**src/rtl/scan_decoder.sv**
```systemverilog
// ---------------------------------------------------------------------------
// scan_decoder
//   Registered SEL_W-to-2**SEL_W one-hot decoder with enable, used as the
//   digit/row select driver for multiplexed displays and keypad scanning.
//   Two modes: direct (host-supplied select) and scan (auto-advancing index
//   with a programmable dwell per index). All outputs are registered.
//
//   Build option: define SCAN_DECODER_ACTIVE_LOW_EN to make onehot one-cold
//   (reset/off value all-ones, active bit low) for common-anode digit drive.
//   idx and wrap are unaffected by the option.
//
// Ports
//   clk        in   1      rising-edge clock
//   rst_n      in   1      asynchronous active-low reset
//   en         in   1      block enable; low forces onehot inactive
//   mode       in   1      0 = direct, 1 = scan
//   sel_valid  in   1      direct-mode select strobe
//   sel        in   SEL_W  direct-mode select value
//   onehot     out  OUT_W  registered decode of idx
//   idx        out  SEL_W  current registered index
//   wrap       out  1      one-cycle pulse when scan wraps to 0
//
// State table
//   ST_OFF    | disabled, onehot inactive, idx retained, dwell cleared
//   ST_DIRECT | idx loaded from sel on each sel_valid strobe
//   ST_SCAN   | idx advances every DWELL cycles, wraps after SCAN_LAST
// ---------------------------------------------------------------------------
module scan_decoder #(
    parameter int SEL_W     = 3,
    parameter int DWELL     = 4,
    parameter int SCAN_LAST = 2**SEL_W - 1
) (
    input  logic                  clk,
    input  logic                  rst_n,
    input  logic                  en,
    input  logic                  mode,
    input  logic                  sel_valid,
    input  logic [SEL_W-1:0]      sel,
    output logic [2**SEL_W-1:0]   onehot,
    output logic [SEL_W-1:0]      idx,
    output logic                  wrap
);

    localparam int OUT_W = 2**SEL_W;
    localparam logic [15:0]      CNT_LAST = 16'(DWELL - 1);
    localparam logic [SEL_W-1:0] IDX_LAST = SEL_W'(SCAN_LAST);

`ifdef SCAN_DECODER_ACTIVE_LOW_EN
    localparam logic [OUT_W-1:0] OFF_VAL = '1;
`else
    localparam logic [OUT_W-1:0] OFF_VAL = '0;
`endif

    typedef enum logic [1:0] {
        ST_OFF    = 2'd0,
        ST_DIRECT = 2'd1,
        ST_SCAN   = 2'd2
    } state_t;

    state_t             r_state;
    state_t             w_state_nx;
    logic [SEL_W-1:0]   r_idx;
    logic [SEL_W-1:0]   w_idx_nx;
    logic [15:0]        r_cnt;
    logic [15:0]        w_cnt_nx;
    logic               r_wrap;
    logic               w_wrap_nx;
    logic [OUT_W-1:0]   r_onehot;
    logic [OUT_W-1:0]   w_dec;
    logic [OUT_W-1:0]   w_onehot_nx;

    always_ff @(posedge clk or negedge rst_n) begin
        if (!rst_n) begin
            r_state  <= ST_OFF;
            r_idx    <= '0;
            r_cnt    <= '0;
            r_wrap   <= 1'b0;
            r_onehot <= OFF_VAL;
        end else begin
            r_state  <= w_state_nx;
            r_idx    <= w_idx_nx;
            r_cnt    <= w_cnt_nx;
            r_wrap   <= w_wrap_nx;
            r_onehot <= w_onehot_nx;
        end
    end

    always_comb begin
        w_state_nx  = ST_OFF;
        w_idx_nx    = r_idx;
        w_cnt_nx    = '0;
        w_wrap_nx   = 1'b0;
        w_dec       = '0;

        if (en) begin
            w_state_nx = mode ? ST_SCAN : ST_DIRECT;
        end

        case (w_state_nx)
            ST_DIRECT: begin
                if (sel_valid) begin
                    w_idx_nx = sel;
                end
            end
            ST_SCAN: begin
                // The entry edge only loads the state with a zero count, so
                // the starting index is shown for a full DWELL cycles.
                if (r_state == ST_SCAN) begin
                    if (r_cnt == CNT_LAST) begin
                        w_cnt_nx = '0;
                        // >= so an out-of-range index from direct mode
                        // also wraps instead of walking up to OUT_W-1.
                        if (r_idx >= IDX_LAST) begin
                            w_idx_nx  = '0;
                            w_wrap_nx = 1'b1;
                        end else begin
                            w_idx_nx = r_idx + SEL_W'(1);
                        end
                    end else begin
                        w_cnt_nx = r_cnt + 16'd1;
                    end
                end
            end
            default: ;
        endcase

        // Decode from the next-state index so onehot and idx move together.
        if (w_state_nx != ST_OFF) begin
            w_dec[w_idx_nx] = 1'b1;
        end
        w_onehot_nx = w_dec ^ OFF_VAL;
    end

    assign onehot = r_onehot;
    assign idx    = r_idx;
    assign wrap   = r_wrap;

endmodule

```
**config.mk**
```make
export PLATFORM = sky130hd
export DESIGN_NAME = scan_decoder
export DESIGN_NICKNAME = d
export VERILOG_FILES = /design/src/rtl/scan_decoder.sv
export SDC_FILE = /design/constraint.sdc
export NUM_CORES = 1
export LEC_CHECK = 0
export CORE_AREA = 2 2 60 62
export CTS_BUF_LIST = sky130_fd_sc_hd__clkbuf_2 sky130_fd_sc_hd__clkbuf_4 sky130_fd_sc_hd__clkbuf_8
export CTS_CLUSTER_SIZE = 25
export DETAILED_ROUTE_END_ITERATION = 6
export DIE_AREA = 0 0 62 64
export PLACE_DENSITY_LB_ADDON = 0.12
export SLEW_MARGIN = 40
export SYNTH_ARGS = -nofsm -noshare
export SYNTH_HDL_FRONTEND = slang
export SYNTH_SLANG_ARGS = --single-unit
```
**constraint.sdc**
```tcl
create_clock -name clk -period 2.7 [get_ports clk]
set_input_delay 0.675 -clock clk [delete_from_list [all_inputs] [get_ports clk]]
set_output_delay 0.675 -clock clk [all_outputs]
set_load 0.02 [all_outputs]
```
==> results of run 1 <==
## final timing paths
check	cells after the start	to	startpoint	slack, ps
worst min register to register	1	r_cnt[0]$_DFF_PN0_	r_cnt[0]$_DFF_PN0_	460
max in group asynchronous	2	wrap$_DFF_PN0_	rst_n	1710
min in group asynchronous	2	r_cnt[4]$_DFF_PN0_	rst_n	710
worst min-delay path	1	r_cnt[0]$_DFF_PN0_	r_cnt[0]$_DFF_PN0_	460
worst max register to register	5	onehot[1]$_DFF_PN0_	r_cnt[4]$_DFF_PN0_	350
worst max-delay path	5	onehot[1]$_DFF_PN0_	r_cnt[4]$_DFF_PN0_	350
## registers in the layout (all words and copies together) (netlist names)
register	cells
r_cnt	16
onehot	8
wrap	1
r_state	2
idx	3
## layout make-up
class	count	area [um2]
clock buffer	5	37.5
clock inverter	3	45.0
fill	309	1510
inverter	6	22.5
multi-input combinational	103	652
sequential	30	751
tap	46	57.6
timing repair buffer	22	213
## cells in the mapped netlist
cell	count
a211oi_1	1
a21oi_1	6
a311o_1	1
a31oi_1	1
and2_1	2
and3_1	3
and4_1	1
clkbuf_1	2
dfrtp_1	30
ha_1	3
inv_1	6
nand2_1	8
nand2b_1	4
nand3_1	8
nand4_1	1
nand4_2	1
nor2_1	19
nor2b_1	3
nor3_1	13
nor4_1	1
nor4_2	1
nor4_4	1
nor4b_2	1
o211a_1	2
o211ai_1	2
o21a_1	1
o21ai_0	2
o311ai_1	1
o31ai_1	1
or3_1	1
or4_1	1
xnor2_1	8
xor2_1	5
## logic make-up (layout without fill, tap and decap cells)
family / after synthesis / in the layout / synth area share [%]
buf+inv: 8 / 36 / 2.10
compound gates: 18 / 18 / 8.56
xor+xnor: 13 / 13 / 7.95
fa+ha+maj: 3 / 3 / 2.62
simple gates: 69 / 69 / 26.4
flops: 30 / 30 / 52.4
## worst max-delay path, stage by stage, from the launching register on
cell and delay, ps:
dfrtp_1 460, nor4_2 340, nand4_2 270, or4_1 530, a311o_1 410, nor3_1 230
## where the power goes
group / switching [mW] / total, mW / internal [mW] / leakage, nW
Combinational: 0.0852 / 0.154 / 0.0683 / 0.279
Sequential: 0.0168 / 0.484 / 0.467 / 0.406
Clock: 0.161 / 0.356 / 0.194 / 0.0374
## routing by layer
layer / up-vias / track usage (%) / part of all wire (%)
li1: 555 / - / -
met1: 541 / 19.5 / 46
met2: 22 / 24.2 / 49
met3: 2 / 5.06 / 4.6
met4: 0 / 5.59 / 0.70
met5: - / 0 / 0
## layout by cell type (no fill, tap or decap), types with 2 or more instances in the layout
cell type | netlist | routed
inv_1 | 6 | 6
nand2b_1 | 4 | 4
nor2_1 | 19 | 19
and3_1 | 3 | 3
o21ai_0 | 2 | 2
and2_1 | 2 | 2
a21oi_1 | 6 | 6
clkdlybuf4s50_1 | 0 | 19
nor3_1 | 13 | 13
dfrtp_1 | 30 | 30
xnor2_1 | 8 | 8
ha_1 | 3 | 3
nor2b_1 | 3 | 3
clkbuf_4 | 0 | 5
nand2_1 | 8 | 8
o211a_1 | 2 | 2
buf_4 | 0 | 3
xor2_1 | 5 | 5
clkinvlp_4 | 0 | 2
o211ai_1 | 2 | 2
nand3_1 | 8 | 8
==> results.py, run 1 <==
metrics = {
    "outcome": {
        "status": "finished clean",
    },
    "route": {
        "vias": 1120,
        "routedWlPerCell_um": 12.7,
        "firstDrtPassIters": 6,
        "postRouteWirelength_um": 2730,
        "drc": 0,
        "dr.first_iter.drc_count": 67,
        "ant_nets": 0,
        "avgViaCountPerCell": 5.21,
    },
    "timing": {
        "fin_worst_skew_ps": 7.78,
        "finalCritPeriodShare_pct": 87.1,
        "fin_crit_ps": 2350,
        "hold_viol": 0,
        "slew_headroom_pct": 66.1,
        "fmax_mhz": 425,
        "setup_ws_ps": 348,
        "worstMarginPinSlew_ps": 508,
        "rsz0062_at_grt": "false",
        "tns_ps": 0,
        "timing.final.max_slew_violations": 0,
        "whs_ps": 459,
        "finalSetupViolCount": 0,
    },
    "clocking": {
        "clock_sinks": 30,
        "cts.path.max_buffers": 2,
        "worstSkewPairLatency_ps": 320,
        "cts_made_buffers": 5,
        "cts_root_buf": "clkbuf_4",
        "cts_tree": "yes",
        "postCtsSetupBuffers": 0,
        "cts_hold_buffers": 0,
        "cts_resized": 0,
        "htreeDepth": 2,
        "clk_transition_reported_paths_ps": 100,
    },
    "global_route": {
        "grt_pass1_wl_um": 4530,
        "grt_start_max_net_pins": 31,
        "grt-ovfl-total": 0,
        "antenna_found_initial": 0,
        "grt_util_all_layers_pct": 15.5,
        "grt_pass1_vias": 1032,
    },
    "finish": {
        "synthToLayoutAreaGrowth_pct": 24.1,
        "drive_gt1_share_pct": 8.88,
        "fin_nets": 179,
        "antenna_cells": 0,
        "fin_cells": 215,
        "fin_util_pct": 54.1,
        "final_area_um2": 1780,
    },
    "synthesis": {
        "syn_nets": 152,
        "synth_area_leaders": "dfrtp_1 (52%), nor2_1 (5.0%), xnor2_1 (4.9%)",
        "syn_area_um2": 1430,
        "yosysUniqueCellTypes": 33,
        "synthCells": 141,
        "yosys.area.top_type": "dfrtp_1",
        "yosysTopAreaCellShare_pct": 52.4,
        "ys_warn_count": 0,
        "synth-seq-cells": 30,
        "ys_seq_area_share_pct": 52.4,
        "syn-mean-instance-area_um2": 10.2,
    },
    "flow_run": {
        "maxCapViolCount": 0,
    },
    "worst_setup_path": {
        "start_kind": "flip-flop",
        "endpoint_kind": "flip-flop",
        "cp_max_fo": 10,
        "cp.arrival_ps": 2570,
        "critPathKind": "reg -> reg",
        "required_ps": 2920,
    },
    "power": {
        "total_power_mw": 0.993,
        "peakVddDrop_uv": 274,
        "p_leak_nw": 0.723,
        "p_per_area_nw_per_um2": 558,
    },
    "placed_design": {
        "portBuffers": 19,
        "place_inst": 207,
        "dp_hpwl_um": 2000,
        "placed_cell_area_um2": 1700,
        "globalplace.congestion": 0.799,
        "post-place-ws_ps": 334,
    },
    "die": {
        "start_util_pct": 43.6,
        "die_x_um": 62,
        "dieArea_um2": 3970,
        "rows": 21,
        "die_height_um": 64,
        "core_um2": 3280,
        "ios": 20,
    },
    "hold_path": {
        "holdCritPathClass": "reg -> reg",
    },
}
Note: power is estimated with default switching activity, not from simulation.
==> run 2: changes to the inputs <==
Settings changed: CTS_BUF_LIST sky130_fd_sc_hd__clkbuf_2 sky130_fd_sc_hd__clkbuf_4 sky130_fd_sc_hd__clkbuf_8 to sky130_fd_sc_hd__clkbuf_16.
==> results.py, run 2 (synthesis gave the netlist of run 1 again) <==
metrics = {
    "clocking": {
        "cts_resized": 0,
        "cts_root_buf": "clkbuf_16",
        "cts.path.max_buffers": 2,
        "postCtsSetupBuffers": 0,
        "cts_made_buffers": 5,
        "htreeDepth": 2,
        "cts_tree": "yes",
        "cts_hold_buffers": 0,
        "clk_transition_reported_paths_ps": 50,
        "clock_sinks": 30,
        "worstSkewPairLatency_ps": 270,
    },
    "finish": {
        "largest_register_ffs": 16,
        "layout_commonest_cell": "dfrtp_1",
        "drive_gt1_share_pct": 8.88,
        "n_fill_cell": 306,
        "regArea_um2": 751,
        "fin_nets": 179,
        "fin_util_pct": 56.8,
        "fin_cells": 215,
        "multi_input_area_um2": 652,
        "synthToLayoutAreaGrowth_pct": 30.2,
        "antenna_cells": 0,
        "final_cell_mix": "dfrtp_1 (30), nor2_1 (19), clkdlybuf4s50_1 (19), nor3_1 (13)",
        "regMostFlops": "r_cnt",
    },
    "worst_setup_path": {
        "rr_endpoint": "onehot[1]$_DFF_PN0_",
        "cp_max_fo": 10,
        "start_kind": "flip-flop",
        "slowest_delay_ps": 530,
        "cp.arrival_ps": 2490,
        "required_ps": 2870,
        "slowest_stage": "or4_1",
        "r2r_slack_ps": 370,
        "critPathKind": "reg -> reg",
        "path_cells": "nor4_2 -> nand4_2 -> or4_1 -> a311o_1 -> nor3_1",
        "endpoint_kind": "flip-flop",
        "r2r_start": "r_cnt[4]$_DFF_PN0_",
        "worstRegToRegCells": 5,
    },
    "global_route": {
        "antenna_found_initial": 0,
        "grt_util_all_layers_pct": 16.2,
        "grt_pass1_wl_um": 4620,
        "grt_pass1_vias": 1039,
        "grt-ovfl-total": 0,
        "grt_start_max_net_pins": 31,
    },
    "timing": {
        "finalCritPeriodShare_pct": 86.2,
        "fin_worst_skew_ps": 4.03,
        "timing.final.max_slew_violations": 0,
        "slew_headroom_pct": 65.9,
        "finalSetupViolCount": 0,
        "tns_ps": 0,
        "hold_viol": 0,
        "rsz0062_at_grt": "false",
        "fmax_mhz": 430,
        "whs_ps": 452,
        "fin_crit_ps": 2330,
        "worstMarginPinSlew_ps": 511,
    },
    "placed_design": {
        "place_inst": 207,
        "portBuffers": 19,
        "globalplace.congestion": 0.799,
        "dp_hpwl_um": 2000,
    },
    "hold_path": {
        "hold_depth": 1,
        "holdCritStartpoint": "r_cnt[0]$_DFF_PN0_",
        "holdCritPathClass": "reg -> reg",
        "hold_end": "r_cnt[0]$_DFF_PN0_",
    },
    "route": {
        "ant_nets": 0,
        "routedWlPerCell_um": 13.0,
        "vias": 1108,
        "firstDrtPassIters": 7,
        "drc": 0,
        "avgViaCountPerCell": 5.15,
        "dr.first_iter.drc_count": 47,
        "postRouteWirelength_um": 2800,
    },
    "die": {
        "core_um2": 3280,
        "ios": 20,
        "die_height_um": 64,
        "start_util_pct": 43.6,
        "die_x_um": 62,
        "dieArea_um2": 3970,
        "rows": 21,
    },
    "outcome": {
        "status": "finished clean",
    },
    "flow_run": {
        "maxCapViolCount": 0,
    },
    "power": {
        "peakVddDrop_uv": 382,
        "p_leak_nw": 0.761,
        "total_power_mw": 1.26,
        "p_per_area_nw_per_um2": 678,
    },
}
==> run 2: changes by cell type in the layout (fill, tap and decap cells not counted) <==
cell       before  now
clkbuf_16       0    5
clkbuf_4        5    0
==> run 2: routing by layer <==
layer	track usage (%)	routed length [um]
met1	19.4	1270
met2	25.0	1350
met3	5.06	124
met4	8.78	54
met5	0	0
==> run 2: stage by stage <==
stage,worst slack [ps],area [um2]
floorplan,668,1430
global route,255,1870
global placement,372,1700
detailed placement,334,1700
finish,373,1870
CTS,367,1870
==> run 2: how the worst max path moves through the flow <==
stage	from	slack, ps	end	cells past startpoint
final	r_cnt[4]$_DFF_PN0_	370	onehot[1]$_DFF_PN0_	5
after global routing	r_cnt[4]$_DFF_PN0_	260	onehot[1]$_DFF_PN0_	5
after CTS	r_cnt[4]$_DFF_PN0_	370	onehot[1]$_DFF_PN0_	5
after detailed placement	en	330	onehot[1]$_DFF_PN0_	7
after global placement	en	370	onehot[1]$_DFF_PN0_	7
after floorplan	r_cnt[0]$_DFF_PN0_	670	onehot[5]$_DFF_PN0_	6
==> run 2: report_power, final <==
part	internal, mW	switching (mW)
clock network	0.434	0.193
logic	0.0682	0.0848
registers	0.468	0.0170
==> run 2: area by class of cell <==
class	instances	area share, %
multi-input combinational	103	34.9
inverter	6	1.21
clock inverter	3	2.41
sequential	30	40.2
tap	46	3.09
timing repair buffer	22	11.4
clock buffer	5	6.71
==> run 2: critical path, delay by kind of cell (launching register included) <==
family | cells | cell delay, ps
AOI/OAI and AO/OA | 1 | 410
and+or+nand+nor | 4 | 1370
DFF | 1 | 440
==> run 3: changes to the inputs <==
Settings changed: CORE_AREA 2 2 60 62 to 2 2 73 75, DIE_AREA 0 0 62 64 to 0 0 75 77.
==> results.py, run 3 (synthesis gave the netlist of run 1 again) <==
metrics = {
    "power": {
        "switching_share_pct": 24.4,
        "p_per_area_nw_per_um2": 616,
        "p_seq_share_pct": 42.3,
        "p_leak_nw": 0.758,
        "power_frac_comb_pct": 13.3,
        "p_int_mw": 0.868,
        "pwr-share-clk_pct": 44.3,
        "peakVddDrop_uv": 301,
        "p_sw_mw": 0.279,
    },
    "timing": {
        "slew_headroom_pct": 63.6,
        "finalCritPeriodShare_pct": 86.4,
        "fin_crit_ps": 2330,
        "rsz0062_at_grt": "false",
        "tns_ps": 0,
        "fmax_mhz": 429,
        "timing.final.max_slew_violations": 0,
        "worstMarginPinSlew_ps": 545,
        "whs_ps": 451,
        "hold_viol": 0,
        "fin_worst_skew_ps": 1.80,
        "finalSetupViolCount": 0,
    },
    "hold_path": {
        "holdCritStartpoint": "r_cnt[0]$_DFF_PN0_",
        "holdCritPathClass": "reg -> reg",
    },
    "finish": {
        "regMostFlops": "r_cnt",
        "layout_commonest_cell": "dfrtp_1",
        "fin_cells": 239,
        "fin_nets": 179,
        "drive_gt1_share_pct": 7.69,
        "antenna_cells": 0,
        "synthToLayoutAreaGrowth_pct": 30.0,
        "final_cell_mix": "dfrtp_1 (30), nor2_1 (19), clkdlybuf4s50_1 (19), nor3_1 (13)",
        "largest_register_ffs": 16,
    },
    "clocking": {
        "cts_hold_buffers": 0,
        "clock_sinks": 30,
        "worstSkewPairLatency_ps": 270,
        "postCtsSetupBuffers": 0,
        "htreeDepth": 2,
        "cts.path.max_buffers": 2,
        "cts_tree": "yes",
        "cts_made_buffers": 5,
        "cts_root_buf": "clkbuf_16",
        "cts_resized": 0,
        "clk_transition_reported_paths_ps": 50,
    },
    "die": {
        "die_height_um": 77,
        "die_x_um": 75,
        "dieArea_um2": 5780,
        "start_util_pct": 28.8,
        "rows": 26,
        "core_um2": 4980,
        "ios": 20,
    },
    "global_route": {
        "grt_pass1_wl_um": 5430,
        "grt_pass1_vias": 1192,
        "antenna_found_initial": 0,
        "grt_util_all_layers_pct": 12.3,
        "grt_start_max_net_pins": 31,
        "grt-ovfl-total": 0,
    },
    "worst_setup_path": {
        "start_kind": "flip-flop",
        "slowest_stage": "or4_1",
        "endpoint_kind": "flip-flop",
        "r2r_start": "r_cnt[0]$_DFF_PN0_",
        "critPathKind": "reg -> reg",
        "cp_max_fo": 10,
        "path_cells": "ha_1 -> nor4b_2 -> nand4_2 -> or4_1 -> a311o_1 -> nor3_1",
        "cp.arrival_ps": 2510,
        "required_ps": 2870,
        "critPathBufInv": 0,
        "crit_family": "simple AND/OR/NAND/NOR gates",
        "slowest_delay_ps": 550,
        "crit_start": "r_cnt[0]$_DFF_PN0_",
    },
    "placed_design": {
        "dp_hpwl_um": 2180,
        "globalplace.congestion": 0.770,
        "portBuffers": 19,
        "place_inst": 231,
    },
    "route": {
        "vias": 1115,
        "avgViaCountPerCell": 4.67,
        "drc": 0,
        "dr.first_iter.drc_count": 61,
        "postRouteWirelength_um": 3030,
        "firstDrtPassIters": 4,
        "routedWlPerCell_um": 12.7,
        "ant_nets": 0,
    },
    "outcome": {
        "status": "finished clean",
    },
    "flow_run": {
        "maxCapViolCount": 0,
    },
}
[run 3: path summary, 6_finish.rpt]
check / end / slack [ps] / cells after the start
setup / recovery: onehot[1]$_DFF_PN0_ / 370 / 6
setup reg to reg: onehot[1]$_DFF_PN0_ / 370 / 6
max in group asynchronous: onehot[3]$_DFF_PN0_ / 1620 / 2
hold reg to reg: r_cnt[0]$_DFF_PN0_ / 450 / 1
min in group asynchronous: r_cnt[8]$_DFF_PN0_ / 800 / 2
hold / removal: r_cnt[0]$_DFF_PN0_ / 450 / 1
[run 3: power groups by stage]
stage,Combinational (mW),Clock (mW),Sequential (mW)
CTS,0.155,0.528,0.486
global placement,0.154,0,0.493
floorplan,0.0602,0,0.510
detailed placement,0.155,0,0.493
global route,0.170,0.554,0.488
finish,0.153,0.509,0.486
[run 3: area by class of cell]
type	count	area [um2]
clock buffer	5	125
clock inverter	3	12.5
fill	515	3110
inverter	6	22.5
multi-input combinational	103	652
sequential	30	751
tap	70	87.6
timing repair buffer	22	213
[run 3: per-stage QoR]
stage	worst slack (ps)	utilization, %	total power [mW]	cell area, um2
floorplan	668	-	0.570	1430
global placement	379	34.7	0.647	1730
detailed placement	342	34.7	0.647	1730
CTS	349	37.4	1.17	1860
global route	146	37.4	1.21	1860
finish	367	37.4	1.15	1860
[run 3: worst reg2reg max path: cells and delay by family (launching register included)]
family | cells | cell delay (ps)
adder cells (fa/ha/maj) | 1 | 220
flip-flops | 1 | 360
AND/OR/NAND/NOR | 4 | 1240
AO/OA/AOI/OAI | 1 | 410
[run 3: routing by layer]
metal  vias up  track usage [%]  share of wire, %
met2        27             19.0                49
met4         0             6.07               2.1
met5         -                0                 0
li1        547                -                 -
met3         8             4.34               4.5
met1       533             14.9                44
